### config.mk
export PLATFORM = sky130hd
export DESIGN_NAME = adc_capture_ctrl
export DESIGN_NICKNAME = d
export VERILOG_FILES = /design/src/rtl/adc_capture_pkg.sv /design/src/rtl/sclk_tick_gen.sv /design/src/rtl/adc_capture_ctrl.sv
export SDC_FILE = /design/constraint.sdc
export NUM_CORES = 1
export LEC_CHECK = 0
export ABC_AREA = 0
export BUFFER_PORTS_ARGS = -buffer_cell sky130_fd_sc_hd__buf_4
export CORE_MARGIN = 4
export CORE_UTILIZATION = 29
export DETAILED_ROUTE_END_ITERATION = 16
export PLACE_DENSITY = 0.5
export SYNTH_ARGS = -nofsm -noshare
export SYNTH_HDL_FRONTEND = slang
export SYNTH_HIERARCHICAL = 1
export SYNTH_SLANG_ARGS = --single-unit
### constraint.sdc
create_clock -name CLK50 -period 2.11 [get_ports CLK50]
set_clock_uncertainty 0.1 [all_clocks]
set_input_delay 0 -clock CLK50 [delete_from_list [all_inputs] [get_ports CLK50]]
set_output_delay 0 -clock CLK50 [all_outputs]
set_load 0.01 [all_outputs]
### src/rtl/adc_capture_pkg.sv
// Shared state encoding and default frame geometry for the ADC capture engine.
package adc_capture_pkg;
  typedef enum logic [2:0] {
    IDLE  = 3'd0,
    SETUP = 3'd1,
    SHIFT = 3'd2,
    QUIET = 3'd3,
    WRITE = 3'd4
  } state_e;

  localparam int DEF_CLK_DIV      = 2;
  localparam int DEF_FRAME_BITS   = 16;
  localparam int DEF_DATA_BITS    = 12;
  localparam int DEF_QUIET_HALVES = 2;
endpackage

### src/rtl/sclk_tick_gen.sv
// Half-period tick generator: one-cycle tick every CLK_DIV cycles while enabled.
module sclk_tick_gen #(
  parameter int CLK_DIV = 2
) (
  input  logic CLK50,
  input  logic RESET,
  input  logic en,
  output logic tick
);
  localparam int CW = (CLK_DIV > 1) ? $clog2(CLK_DIV) : 1;

  logic [CW-1:0] cnt_q, cnt_d;

  assign tick = en && (cnt_q == CW'(CLK_DIV - 1));

  // Holding at zero while disabled keeps every phase aligned to a fresh count.
  always_comb begin
    cnt_d = cnt_q + 1'b1;
    if (!en || tick) cnt_d = '0;
  end

  always_ff @(posedge CLK50) begin
    if (RESET) cnt_q <= '0;
    else       cnt_q <= cnt_d;
  end
endmodule

### src/rtl/adc_capture_ctrl.sv
// SPI-master capture of one serial ADC frame per start pulse, written to the sample FIFO.
module adc_capture_ctrl
  import adc_capture_pkg::*;
#(
  parameter int CLK_DIV      = DEF_CLK_DIV,
  parameter int FRAME_BITS   = DEF_FRAME_BITS,
  parameter int DATA_BITS    = DEF_DATA_BITS,
  parameter int QUIET_HALVES = DEF_QUIET_HALVES
) (
  input  logic                 CLK50,
  input  logic                 RESET,
  input  logic                 start,
  input  logic                 clear_overrun,
  input  logic                 MISO,
  input  logic                 fifo_full,
  output logic                 CS,
  output logic                 SCLK,
  output logic [DATA_BITS-1:0] fifo_wdata,
  output logic                 fifo_wren,
  output logic                 busy,
  output logic                 conv_complete,
  output logic                 overrun
);
  localparam int HMAX = (2 * FRAME_BITS > QUIET_HALVES) ? 2 * FRAME_BITS : QUIET_HALVES;
  localparam int HW   = $clog2(HMAX) + 1;

  state_e                  state_q, state_d;
  logic                    cs_q, cs_d, sclk_q, sclk_d, busy_q, busy_d;
  logic                    wren_q, wren_d, cc_q, cc_d, ovr_q, ovr_d;
  logic [DATA_BITS-1:0]    wdata_q, wdata_d;
  logic [FRAME_BITS-1:0]   shift_q, shift_d;
  logic [HW-1:0]           hcnt_q, hcnt_d;
  logic                    tick, tick_en;

  assign tick_en = (state_q == SETUP) || (state_q == SHIFT) || (state_q == QUIET);

  sclk_tick_gen #(.CLK_DIV(CLK_DIV)) u_tick (
    .CLK50 (CLK50),
    .RESET (RESET),
    .en    (tick_en),
    .tick  (tick)
  );

  always_comb begin
    state_d = state_q;
    cs_d    = cs_q;
    sclk_d  = sclk_q;
    busy_d  = busy_q;
    wdata_d = wdata_q;
    shift_d = shift_q;
    hcnt_d  = hcnt_q;
    wren_d  = 1'b0;
    cc_d    = 1'b0;
    ovr_d   = clear_overrun ? 1'b0 : ovr_q;
    case (state_q)
      IDLE: if (start) begin
        state_d = SETUP;
        cs_d    = 1'b0;
        busy_d  = 1'b1;
        hcnt_d  = '0;
        shift_d = '0;
      end
      SETUP: if (tick) begin
        state_d = SHIFT;
        sclk_d  = 1'b0;
      end
      SHIFT: if (tick) begin
        // A tick while low is the rising edge: the ADC data is stable here.
        if (!sclk_q) shift_d = {shift_q[FRAME_BITS-2:0], MISO};
        sclk_d = ~sclk_q;
        hcnt_d = hcnt_q + 1'b1;
        if (hcnt_q == HW'(2 * FRAME_BITS - 1)) begin
          state_d = QUIET;
          cs_d    = 1'b1;
          sclk_d  = 1'b1;
          hcnt_d  = '0;
        end
      end
      QUIET: if (tick) begin
        hcnt_d = hcnt_q + 1'b1;
        if (hcnt_q == HW'(QUIET_HALVES - 1)) begin
          state_d = WRITE;
          hcnt_d  = '0;
          cc_d    = 1'b1;
          if (!fifo_full) begin
            wren_d  = 1'b1;
            wdata_d = shift_q[DATA_BITS-1:0];
          end else begin
            ovr_d = 1'b1;
          end
        end
      end
      WRITE: begin
        state_d = IDLE;
        busy_d  = 1'b0;
      end
      default: state_d = IDLE;
    endcase
  end

  always_ff @(posedge CLK50) begin
    if (RESET) begin
      state_q <= IDLE;
      cs_q    <= 1'b1;
      sclk_q  <= 1'b1;
      busy_q  <= 1'b0;
      wren_q  <= 1'b0;
      cc_q    <= 1'b0;
      ovr_q   <= 1'b0;
      wdata_q <= '0;
      shift_q <= '0;
      hcnt_q  <= '0;
    end else begin
      state_q <= state_d;
      cs_q    <= cs_d;
      sclk_q  <= sclk_d;
      busy_q  <= busy_d;
      wren_q  <= wren_d;
      cc_q    <= cc_d;
      ovr_q   <= ovr_d;
      wdata_q <= wdata_d;
      shift_q <= shift_d;
      hcnt_q  <= hcnt_d;
    end
  end

  assign CS            = cs_q;
  assign SCLK          = sclk_q;
  assign busy          = busy_q;
  assign fifo_wren     = wren_q;
  assign fifo_wdata    = wdata_q;
  assign conv_complete = cc_q;
  assign overrun       = ovr_q;
endmodule
# == Word level (Yosys, flattened, before mapping) ==
# Index checks and enable logic that the tools add are counted.
# op_classes
bitwise,5
n_eq_ne,13
mul,0
n_shift,0
reduce_logical,20
magnitude_cmp,0
addsub,2
mux,34
div_mod_pow,0
# op_table
operator,n
$mux 12,3
$mux 6,5
$pmux 12 s2,1
$mux 3,6
$pmux 6 s3,1
$reduce_and 4->1,4
$mux 1,14
$pmux 3 s4,1
$ne 2x1->1 const B,5
$add 6x1->6 const B,1
$eq 3x2->1 const B,2
$eq 6x1->1 const B,1
$eq 6x5->1 const B,1
$pmux 1 s2,3
$reduce_and 6->1,1
$reduce_bool 2->1,3
$not 1->1,5
$ne 2x2->1 const B,2
$reduce_or 4->1,1
$eq 3x1->1 const B,1
$eq 3x3->1 const B,1
$logic_not 3->1,1
$logic_or 1x1->1,3
$reduce_and 3->1,1
7 further kinds,7
# totals
in_bits,6
word_cells,85
reg_bits,40
ram_bits,0
memories,0
latch_bits,0
rom_bits,0

# == Depth between registers and ports, before layout ==
# Gate-level depths: netlist of the first run.
# logic_depth
depth_word,6
ltp_mapped,9
depth_no_buf,7

# == Cells and area by module ==
# The synthesis of the first run kept the hierarchy.
# modules_own_cells
mod,instances,cells_per_inst,area_each_um2,seq_area_each_um2
adc_capture_ctrl,1,191,1739.2,780.7
sclk_tick_gen,1,3,40.0,20.0

# == Least setup slack after synthesis of the first run ==
# Ideal clock, no wire load.
# synth_timing
path_kind,register to register
start,reg state_q[2]
end,reg state_q[0]
path_slack_ns,0.081
period_less_slack_ns,2.029
setup_time_ns,0.122
t_arrival_ns,1.807
path_stages_with_launch,9
path_cell_list,dfxtp_1 buf_6 clkbuf_1 nor2_1 and2_2 and2_1 o31ai_1 nor4_1 a311o_1
# synth_via
elab_chain_len,6
word_cells_on_any_way,15
# synth_lines
element,line_no,text
from (decl),adc_capture_ctrl.sv:27,"state_e state_q, state_d;"
from (signal assigned),adc_capture_ctrl.sv:114,state_q <= state_d;
$eq 3x1->1 or $eq 3x2->1 (tied branches),adc_capture_ctrl.sv:35,assign tick_en = (state_q == SETUP) || (state_q == SHIFT) || (state_q == QUIET);
$logic_or 1x1->1,adc_capture_ctrl.sv:35,
$logic_or 1x1->1 (*),adc_capture_ctrl.sv:35,
via tick_en,adc_capture_ctrl.sv:33,"logic tick, tick_en;"
$logic_and 1x1->1 (*),sclk_tick_gen.sv:14,assign tick = en && (cnt_q == CW'(CLK_DIV - 1));
via tick,adc_capture_ctrl.sv:33,
$ne 2x1->1 (no source line),n/a,
$reduce_and 6->1 (no source line) (*),n/a,
# Mark *: on every way through the listed nets, which the timed path passes. The rest lies on a longest branch.
# A chain may end at the register's enable or synchronous reset.

# == Final worst setup path of the first run ==
# layout_timing
start,reg hcnt_q[2]
end,reg wdata_q[9] (netlist: fifo_wdata[9])
# layout_via
elab_chain_len,2
# layout_lines
element,line_no,text
from (decl),adc_capture_ctrl.sv:32,"logic [HW-1:0] hcnt_q, hcnt_d;"
from (signal assigned),adc_capture_ctrl.sv:123,hcnt_q <= hcnt_d;
$eq 6x1->1,adc_capture_ctrl.sv:81,if (hcnt_q == HW'(QUIET_HALVES - 1)) begin
$reduce_and 4->1 (no source line),n/a,
to (signal assigned),adc_capture_ctrl.sv:121,wdata_q <= wdata_d;
to (decl),adc_capture_ctrl.sv:30,"logic [DATA_BITS-1:0] wdata_q, wdata_d;"
# Every way passes these cells.

==> key figures, run 1 <==
Power
  – Maximum VDD drop: 0.0002531 V
  – Pleak: 0.7470 nW
  – Power, Total: 1.389 mW
  – PwrDens: 644.5 mW/mm^2

Placement
  – Inst Count DP: 288
  – HPWL after DPL: 2.555 mm
  – RePlAce Congestion: 0.7841
  – Port bufs: 23

Synthesis
  – Post-synthesis cell type count: 43
  – #FFs+latches synth: 40
  – Syn nets: 202
  – Number of synthesized flops with an enable pin: 0
  – Mapped Area: 0.001779 sq mm
  – Yosys warns: 6
  – Mapped Cells: 194
  – Register area share after synthesis: 45.01%
  – Syn_area_per_cell: 9.171 sq um
  – Most used DFF post-synth: dfxtp_1
  – Asr flop ratio synth: 0%

Global routing
  – Grt ovf: 0
  – GRT Total Usage: 11.27%
  – Largest net degree at the start of global routing: 38
  – Initial antenna violation count: 0
  – First-pass GRT wire length: 6.596 mm
  – Vias in the first global route: 1350

Setup path
  – Crit Path Category: flop to flop
  – Setup crit start kind: flop
  – CP Cell Sequence: or4_4, nor4_4, buf_12, mux2i_1, nor2_1
  – Delay of the slowest critical-path stage: 0.58 ns
  – Arr. time, crit path: 2.02 ns
  – Worst path required time: 2.19 ns
  – CP Max Fanout: 12
  – Worst setup EP type: flop
  – Worst path slowest cell: or4_4

Timing
  – Final Slew Violations: 0
  – Crit share post-route: 92.20%
  – Setup_tns: 0 ns
  – Worst-Margin Slew: 0.4796 ns
  – Endpoints failing setup: 0
  – Unrepaired setup endpoints after global routing: no
  – Fmax: 514.0 MHz
  – Worst rel slew slack: 67.73%
  – Crit path time final: 1.945 ns
  – Final Hold Viols: 0

Clocking
  – H-tree depth: 2
  – CTS max path bufs: 2
  – Root Buffer: clkbuf_8
  – Worst skew pair latency: 0.30 ns
  – Worst-path clk slew: 0.07 ns
  – Clock Sinks: 40
  – Number of CTS-inserted buffers: 5
  – CTS tree: done

Cells and area
  – Synthesis-to-finish area growth: 21.17%
  – Final Non-Filler Cells: 298
  – # fillers: 615
  – Share of layout cells above drive strength 1: 21.08%
  – # diodes: 0
  – # nets final: 231

Detailed routing
  – Drt pass-1 iters: 4
  – DRT antenna net count: 0
  – Vias per std cell: 4.802
  – DRC Markers: 0
  – DR WL/cell: 12.94 um
  – 1st-iter DRT viols: 111
  – Routed WL: 3.857 mm
  – Via Count: 1431

Flow run
  – Max-cap viol count: 0

Floorplanning
  – Die Wd: 86.33 um
  – Die height: 86.33 um
  – DIE AREA: 0.007452 sq mm
  – Core Region: 0.005921 sq mm
  – Number of top-level pins: 24
  – Initial Utilization: 30.05%
  – Rows: 28

Status
  – Status: complete, no violations

Hold path
  – HP Class: input port to flop
-- repair_timing --
item                                    in CTS  in global routing
endpoints found under the setup margin       0                  3
resized for setup                            0                  1
hold buffers                                 3                  0
setup buffers                                0                  0
hold endpoints to repair                     3                  0
-- routing by layer --
| layer | track usage (%) | wire (um) | part of all wire [%] | up-vias |
|---|---|---|---|---|
| met1 | 16.38 | 2023 | 52 | 661 |
| met2 | 14.67 | 1585 | 41 | 26 |
| met4 | 5.949 | 81 | 2.1 | 0 |
| met5 | 0 | 0 | 0 | - |
| met3 | 3.422 | 166 | 4.3 | 6 |
| li1 | - | - | - | 738 |
-- area by class of cell --
class                   count  area [sq um]  area share [%]
multi-input cells         135         874.6           40.57
flip-flops and latches     40         800.8           37.14
repair buffers             35         282.8           13.12
well taps                  75         93.84           4.353
clock buffers               5         68.82           3.192
inverters                   6         22.52           1.045
clock inverters             2         12.51          0.5804
-- layout by cell type, fill, tap and decap left out, drive strengths merged, types with 2 or more instances in the layout --
cell / count
nand2: 8
dfxtp: 40
buf: 32
o2bb2ai: 2
xnor2: 4
a21oi: 17
nor2: 22
nor4: 4
and2: 4
inv: 6
mux2i: 12
o21ai: 2
or4: 2
a2111oi: 3
ha: 2
clkbuf: 5
dlygate4sd3: 3
nor3b: 3
nand2b: 14
nand3: 17
a211oi: 3
-- synth_stat cells, types with 2 or more instances --
cell        n  area (sq um)
nand2b_1   14         87.58
nor4_1      3         18.77
nand2_1     8         30.03
buf_6       3         33.78
and2_1      3         18.77
nand3_1    17         85.08
xnor2_1     4         35.03
dfxtp_1    40         800.8
buf_2       2         10.01
a2111oi_0   2         17.52
nor3b_1     2         15.01
mux2i_1    12         120.1
inv_1       6         22.52
clkbuf_1    7         26.28
o2bb2ai_1   2         17.52
nor2_1     22         82.58
o21ai_0     2         10.01
a211oi_1    3         22.52
ha_1        2         25.02
a21oi_1    17         85.08
-- logic make-up (layout without fill, tap and decap cells) --
kind of cell	count (synthesis)	count (layout)	share of synthesized area (%)
DFF	40	40	45.01
and+or+nand+nor	81	81	25.11
xor gates and xnor gates	4	4	1.969
muxes	12	12	6.751
buffers and inverters	19	48	5.907
AOI/OAI and AO/OA	36	36	13.85
adders and majority gates	2	2	1.406
-- registers in the layout, indices dropped and copies added (netlist names) --
signal         cells
fifo_wdata        12
shift_q           12
hcnt_q             6
state_q            3
CS                 1
SCLK               1
busy               1
conv_complete      1
fifo_wren          1
overrun            1
u_tick/cnt_q       1
-- path summary, 6_finish.rpt --
check / depth (start not counted) / slack (ns) / start / end
max: 5 / 0.16 / hcnt_q[2] / fifo_wdata[9]
min: 2 / 0.005 / RESET / fifo_wdata[8]
min reg2reg: 1 / 0.34 / u_tick/cnt_q / u_tick/cnt_q
max reg2reg: 5 / 0.16 / hcnt_q[2] / fifo_wdata[9]
-- critical path: cells and delay by family (launching register included) --
family	cells	cell delay, ns
muxes	1	0.19
and+or+nand+nor	3	0.95
buffers and inverters	1	0.19
DFF	1	0.38
-- metrics by stage --
| stage | hold WS, ns | utilization, % | area (sq um) | setup WS [ns] |
|---|---|---|---|---|
| CTS | 0.0005632 | 36.39 | 2155 | 0.1690 |
| detailed placement | 0.1755 | 34.51 | 2043 | 0.1784 |
| global route | 0.009608 | 36.41 | 2156 | 0.02553 |
| floorplan | -0.02926 | - | 1779 | 0.08139 |
| global placement | 0.1689 | 34.51 | 2043 | 0.1784 |
| finish | 0.005392 | 36.41 | 2156 | 0.1645 |
-- power by group --
part	switching, mW	total (mW)	internal, mW
Clock	0.272	0.496	0.224
Sequential	0.00973	0.775	0.766
Combinational	0.0671	0.118	0.0510
Total	0.349	1.39	1.04
(Power assumes the default switching activity.)
==> inputs of run 2 (changes only) <==
- HOLD_SLACK_MARGIN: unset -> 0.05
- PLACE_DENSITY: 0.5 -> unset
- PLACE_DENSITY_LB_ADDON: unset -> 0.3
- clock period: 2.11 -> 2.1 ns (I/O delays scaled with it)
==> run 2 against run 1 <==
Via count shrank 2.4%. Total power grew 13%. Maximum frequency grew 1.6%. Final area grew 2.8%. Wire length shrank 2.2%. Core utilization grew 1.0 points. Hold slack gained 0.14 ns. Sequential share of layout area shrank 1.0 points. Combinational power grew 3%. Cell count grew 1.0%. Die area is the same. Largest power group unchanged. Highest routed layer unchanged.
==> key figures, run 2 (synthesized netlist as in run 1, its figures left out) <==
Floorplanning
  – Die height: 86.33 um (unchanged)
  – DIE AREA: 0.007452 sq mm (unchanged)
  – Number of top-level pins: 24 (unchanged)
  – Core Region: 0.005921 sq mm (unchanged)
  – Die Wd: 86.33 um (unchanged)
  – Rows: 28 (unchanged)
  – Initial Utilization: 30.05% (unchanged)

Clocking
  – Worst-path clk slew: 0.08 ns (about the same)
  – CTS max path bufs: 2 (unchanged)
  – CTS tree: done
  – Root Buffer: clkbuf_8
  – Post-CTS Setup Inserts: 0 (unchanged)
  – H-tree depth: 2 (unchanged)
  – Number of CTS-inserted buffers: 5 (unchanged)
  – Worst skew pair latency: 0.29 ns (about the same)
  – Clock Sinks: 40 (unchanged)

Timing
  – Worst rel slew slack: 62.72% (-5.0 points)
  – Final Slew Violations: 0 (unchanged)
  – Worst-Margin Slew: 0.5541 ns (+0.07445 ns)
  – Final WS setup: 0.1852 ns (+0.02074 ns)
  – Crit path time final: 1.915 ns (-0.03074 ns)
  – Fmax: 522.3 MHz (+1.6%)
  – Crit share post-route: 91.18% (-1.0 points)
  – Unrepaired setup endpoints after global routing: no
  – Setup_tns: 0 ns (unchanged)
  – Endpoints failing setup: 0 (unchanged)
  – Final Hold Viols: 0 (unchanged)

Detailed routing
  – Via Count: 1397 (-2.4%)
  – Drt pass-1 iters: 4 (unchanged)
  – Vias per std cell: 4.641 (-3.3%)
  – Routed WL: 3.772 mm (-2.2%)
  – DRT antenna net count: 0 (unchanged)
  – DRC Markers: 0 (unchanged)
  – 1st-iter DRT viols: 86 (-23%)
  – DR WL/cell: 12.53 um (-3.2%)

Setup path
  – Crit Path Category: flop to flop
  – Worst path required time: 2.23 ns (+0.04 ns)
  – CP Max Fanout: 5 (-7)
  – Setup crit start kind: flop
  – FF-to-FF setup slack: 0.19 ns (+0.02 ns)
  – Arr. time, crit path: 2.05 ns (+0.03 ns)
  – Worst setup EP type: flop

Global routing
  – Initial antenna violation count: 0 (unchanged)
  – GRT Total Usage: 10.90% (-0.37 points)
  – Grt ovf: 0 (unchanged)
  – Largest net degree at the start of global routing: 38 (unchanged)
  – Vias in the first global route: 1393 (+3.2%)
  – First-pass GRT wire length: 6.492 mm (-1.6%)

Cells and area
  – Synthesis-to-finish area growth: 24.61%
  – Most frequent cells in the layout: dfxtp_1, buf_4, nor2_1
  – Most common cell after layout, fill and taps aside: dfxtp_1
  – # fillers: 605 (-1.6%)
  – Share of layout cells above drive strength 1: 21.68% (+0.61 points)
  – # nets final: 233 (+0.87%)
  – Final Non-Filler Cells: 301 (+1.0%)
  – # diodes: 0 (unchanged)

Power
  – Power, Total: 1.568 mW (+13%)
  – PwrDens: 707.4 mW/mm^2 (+9.8%)
  – Pleak: 0.7793 nW (+4.3%)
  – Maximum VDD drop: 0.0003104 V (+23%)

Placement
  – RePlAce Congestion: 0.8125 (+3.6%)
  – Dpl ws: 0.1585 ns (-0.01991 ns)
  – Port bufs: 23 (unchanged)
  – Inst Count DP: 289 (+0.35%)
  – HPWL after DPL: 2.581 mm (+1.0%)

Hold path
  – HP Class: input port to flop

Flow run
  – Max-cap viol count: 0 (unchanged)

Status
  – Status: complete, no violations
==> run 2: path summary, 6_finish.rpt <==
check               startpoint      endpoint  cells after the start
setup / recovery     hcnt_q[0]    state_q[0]                      5
setup reg to reg     hcnt_q[0]    state_q[0]                      5
hold / removal           start          busy                      3
hold reg to reg   u_tick/cnt_q  u_tick/cnt_q                      1
==> run 2: metrics by stage <==
step / area (sq um) / utilization (%) / hold WS, ns
after CTS: 2212 / 37.36 / 0.1341
after detailed placement: 2051 / 34.64 / 0.1734
after global routing: 2217 / 37.45 / 0.1735
after floorplan: 1779 / - / -0.02926
final: 2217 / 37.45 / 0.1440
after global placement: 2051 / 34.64 / 0.1667
==> run 2: worst max-delay path, stage by stage, from the launching register on <==
cell	delay (ns)
dfxtp_1	0.43
ha_1	0.22
nand4_1	0.14
or3_1	0.33
a2111oi_0	0.45
a311o_1	0.19
==> run 2: final cells by class <==
class | count | area, sq um | area share [%]
inverters | 6 | 22.52 | 1.016
clock inverters | 2 | 38.79 | 1.749
flip-flops and latches | 40 | 800.8 | 36.12
well taps | 75 | 93.84 | 4.232
repair buffers | 37 | 300.3 | 13.54
clock buffers | 6 | 82.58 | 3.725
multi-input cells | 135 | 878.3 | 39.62
==> run 2: what timing repair did <==
action	CTS	global route
gates resized for setup	0	1
endpoints found under the setup margin	0	1
hold buffers	4	0
endpoints found under the hold margin	26	0
==> run 2: layer usage <==
layer  GRT usage, %  vias up  wire length (um)
met5              0        -                 0
met4          4.958        0                55
met3          2.947        4                86
met2          16.69       20              1686
met1          14.28      627              1942
li1               -      746                 -
==> run 2: report_power, final <==
group	switching (mW)	leakage [nW]	internal (mW)
Clock	0.277	0.0614	0.389
Combinational	0.0667	0.394	0.0552
Sequential	0.0122	0.323	0.769
==> inputs of run 3 (changes only) <==
- CORE_ASPECT_RATIO: unset -> 0.8
- SETUP_SLACK_MARGIN: unset -> 0.2
==> run 3 against run 2 <==
Cell count grew 3.7%. Global-route usage grew 1.1 points. Count of clock-buffer cells in the layout stayed put. Non-clock buffer count up 5. Core utilization is 1.5 points higher. Setup slack worse by 0.029 ns.
==> key figures, run 3 (synthesized netlist as in run 1, its figures left out) <==
Status
  – Status: complete, no violations

Hold path
  – HP Class: input port to flop
  – Hold path depth: 3 (unchanged)

Clocking
  – CTS tree: done
  – Clock Sinks: 40 (unchanged)
  – Root Buffer: clkbuf_8
  – Worst skew pair latency: 0.30 ns (about the same)
  – H-tree depth: 2 (unchanged)
  – CTS max path bufs: 2 (unchanged)
  – Worst-path clk slew: 0.08 ns (about the same)
  – Number of CTS-inserted buffers: 5 (unchanged)

Power
  – Power share of the combinational group: 8.8% (+1.0 points)
  – Power, Total: 1.550 mW (-1.2%)
  – Switching Share: 23.60% (+0.94 points)
  – PwrDens: 669.2 mW/mm^2 (-5.4%)
  – Net switching power figure: 0.3658 mW (+2.9%)
  – Pleak: 0.8102 nW (+4.0%)
  – Sequential Power Share: 50.3% (+0.5 points)
  – Maximum VDD drop: 0.0003928 V (+27%)
  – P_int: 1.184 mW (-2.4%)
  – Clock share of power: 40.9% (-1.5 points)

Global routing
  – Largest net degree at the start of global routing: 38 (unchanged)
  – Vias in the first global route: 1450 (+4.1%)
  – First-pass GRT wire length: 7.031 mm (+8.3%)
  – GRT Total Usage: 12.00% (+1.1 points)
  – Grt ovf: 0 (unchanged)
  – Initial antenna violation count: 0 (unchanged)

Timing
  – Worst rel slew slack: 67.28% (+4.6 points)
  – Final Hold Viols: 0 (unchanged)
  – Crit path time final: 1.943 ns (+0.02863 ns)
  – Fmax: 514.6 MHz (-1.5%)
  – Final Slew Violations: 0 (unchanged)
  – Crit share post-route: 92.54% (+1.4 points)
  – Hold slack: 0.1811 ns (+0.03707 ns)
  – Unrepaired setup endpoints after global routing: yes
  – Setup_tns: 0 ns (unchanged)
  – Worst-Margin Slew: 0.4863 ns (-0.06783 ns)
  – Endpoints failing setup: 0 (unchanged)

Detailed routing
  – Via Count: 1512 (+8.2%)
  – DRT antenna net count: 0 (unchanged)
  – 1st-iter DRT viols: 52 (-40%)
  – Drt pass-1 iters: 4 (unchanged)
  – DRC Markers: 0 (unchanged)
  – DR WL/cell: 13.51 um (+7.8%)
  – Routed WL: 4.215 mm (+12%)
  – Vias per std cell: 4.846 (+4.4%)

Cells and area
  – Most frequent cells in the layout: buf_4, dfxtp_1, nor2_1
  – # nets final: 238 (+2.1%)
  – Post-layout util: 38.97% (+1.5 points)
  – Final Non-Filler Cells: 312 (+3.7%)
  – Share of layout cells above drive strength 1: 28.14% (+6.5 points)
  – Synthesis-to-finish area growth: 30.17%
  – # diodes: 0 (unchanged)
  – Most common cell after layout, fill and taps aside: buf_4

Setup path
  – Arr. time, crit path: 2.02 ns (-0.03 ns)
  – Worst path required time: 2.18 ns (-0.05 ns)
  – CP Max Fanout: 6 (+1)
  – Crit Path Category: flop to flop
  – CP Cell Sequence: or4_4, nor4_4, buf_4, clkbuf_16, mux2i_1, nor2_1
  – Delay of the slowest critical-path stage: 0.53 ns (+0.08 ns)
  – Worst setup EP type: flop
  – Worst path slowest cell: or4_4
  – Setup crit start kind: flop
  – Worst r2r path cells: 6 (+1)

Placement
  – RePlAce Congestion: 0.7873 (-3.1%)
  – HPWL after DPL: 2.680 mm (+3.9%)
  – Inst Count DP: 293 (+1.4%)
  – Port bufs: 23 (unchanged)

Floorplanning
  – Rows: 25 (-11%)
  – DIE AREA: 0.007460 sq mm (+0.11%)
  – Die height: 78.06 um (-9.6%)
  – Die Wd: 95.57 um (+11%)
  – Initial Utilization: 29.94% (-0.11 points)
  – Core Region: 0.005943 sq mm (+0.38%)
  – Number of top-level pins: 24 (unchanged)

Flow run
  – Max-cap viol count: 0 (unchanged)
## run 3: area by class of cell
type	instances	area, sq um
inverter	6	22.52
tap	81	101.3
fill	621	3627
multi-input combinational	135	917.1
timing repair buffer	42	355.3
sequential	40	812.0
clock inverter	2	35.03
clock buffer	6	72.57
## run 3: what timing repair did
| item | in CTS | in global routing |
|---|---|---|
| hold endpoints to repair | 26 | 0 |
| hold buffers | 4 | 0 |
| endpoints found under the setup margin | 12 | 30 |
| buffers inserted | 4 | 2 |
| gates resized for setup | 4 | 14 |
| gates cloned | 1 | 0 |
| pin swaps | 4 | 4 |
## run 3: final timing paths
check                 start            end  slack, ns
setup / recovery  hcnt_q[3]  fifo_wdata[1]       0.16
hold / removal        start           busy       0.18
setup reg to reg  hcnt_q[3]  fifo_wdata[1]       0.16
hold reg to reg     overrun        overrun       0.37
## run 3: layer usage
layer	track usage, %	up-vias	wire length (um)
met4	5.824	0	138
li1	-	756	-
met1	18.09	695	2119
met2	15.27	48	1713
met5	0	-	0
met3	3.352	13	244
## run 3: per-stage QoR
stage               instance area (sq um)  setup WS (ns)
global route                         2316        0.04922
finish                               2316         0.1566
global placement                     2048         0.1923
floorplan                            1787         0.2057
CTS                                  2265         0.1872
detailed placement                   2048         0.1797
## run 3: worst max-delay path, delay by kind of cell (launching register included)
| kind | cells | cell delay [ns] |
|---|---|---|
| and+or+nand+nor | 3 | 0.90 |
| DFF | 1 | 0.35 |
| buffers and inverters | 2 | 0.30 |
| muxes | 1 | 0.17 |
## run 3: power by group through the flow
stage               clock (mW)  sequential [mW]  combinational [mW]
floorplan                    0            0.797              0.0816
global placement             0            0.797               0.117
detailed placement           0            0.797               0.115
CTS                      0.643            0.780               0.130
global route             0.684            0.782               0.150
finish                   0.634            0.780               0.137
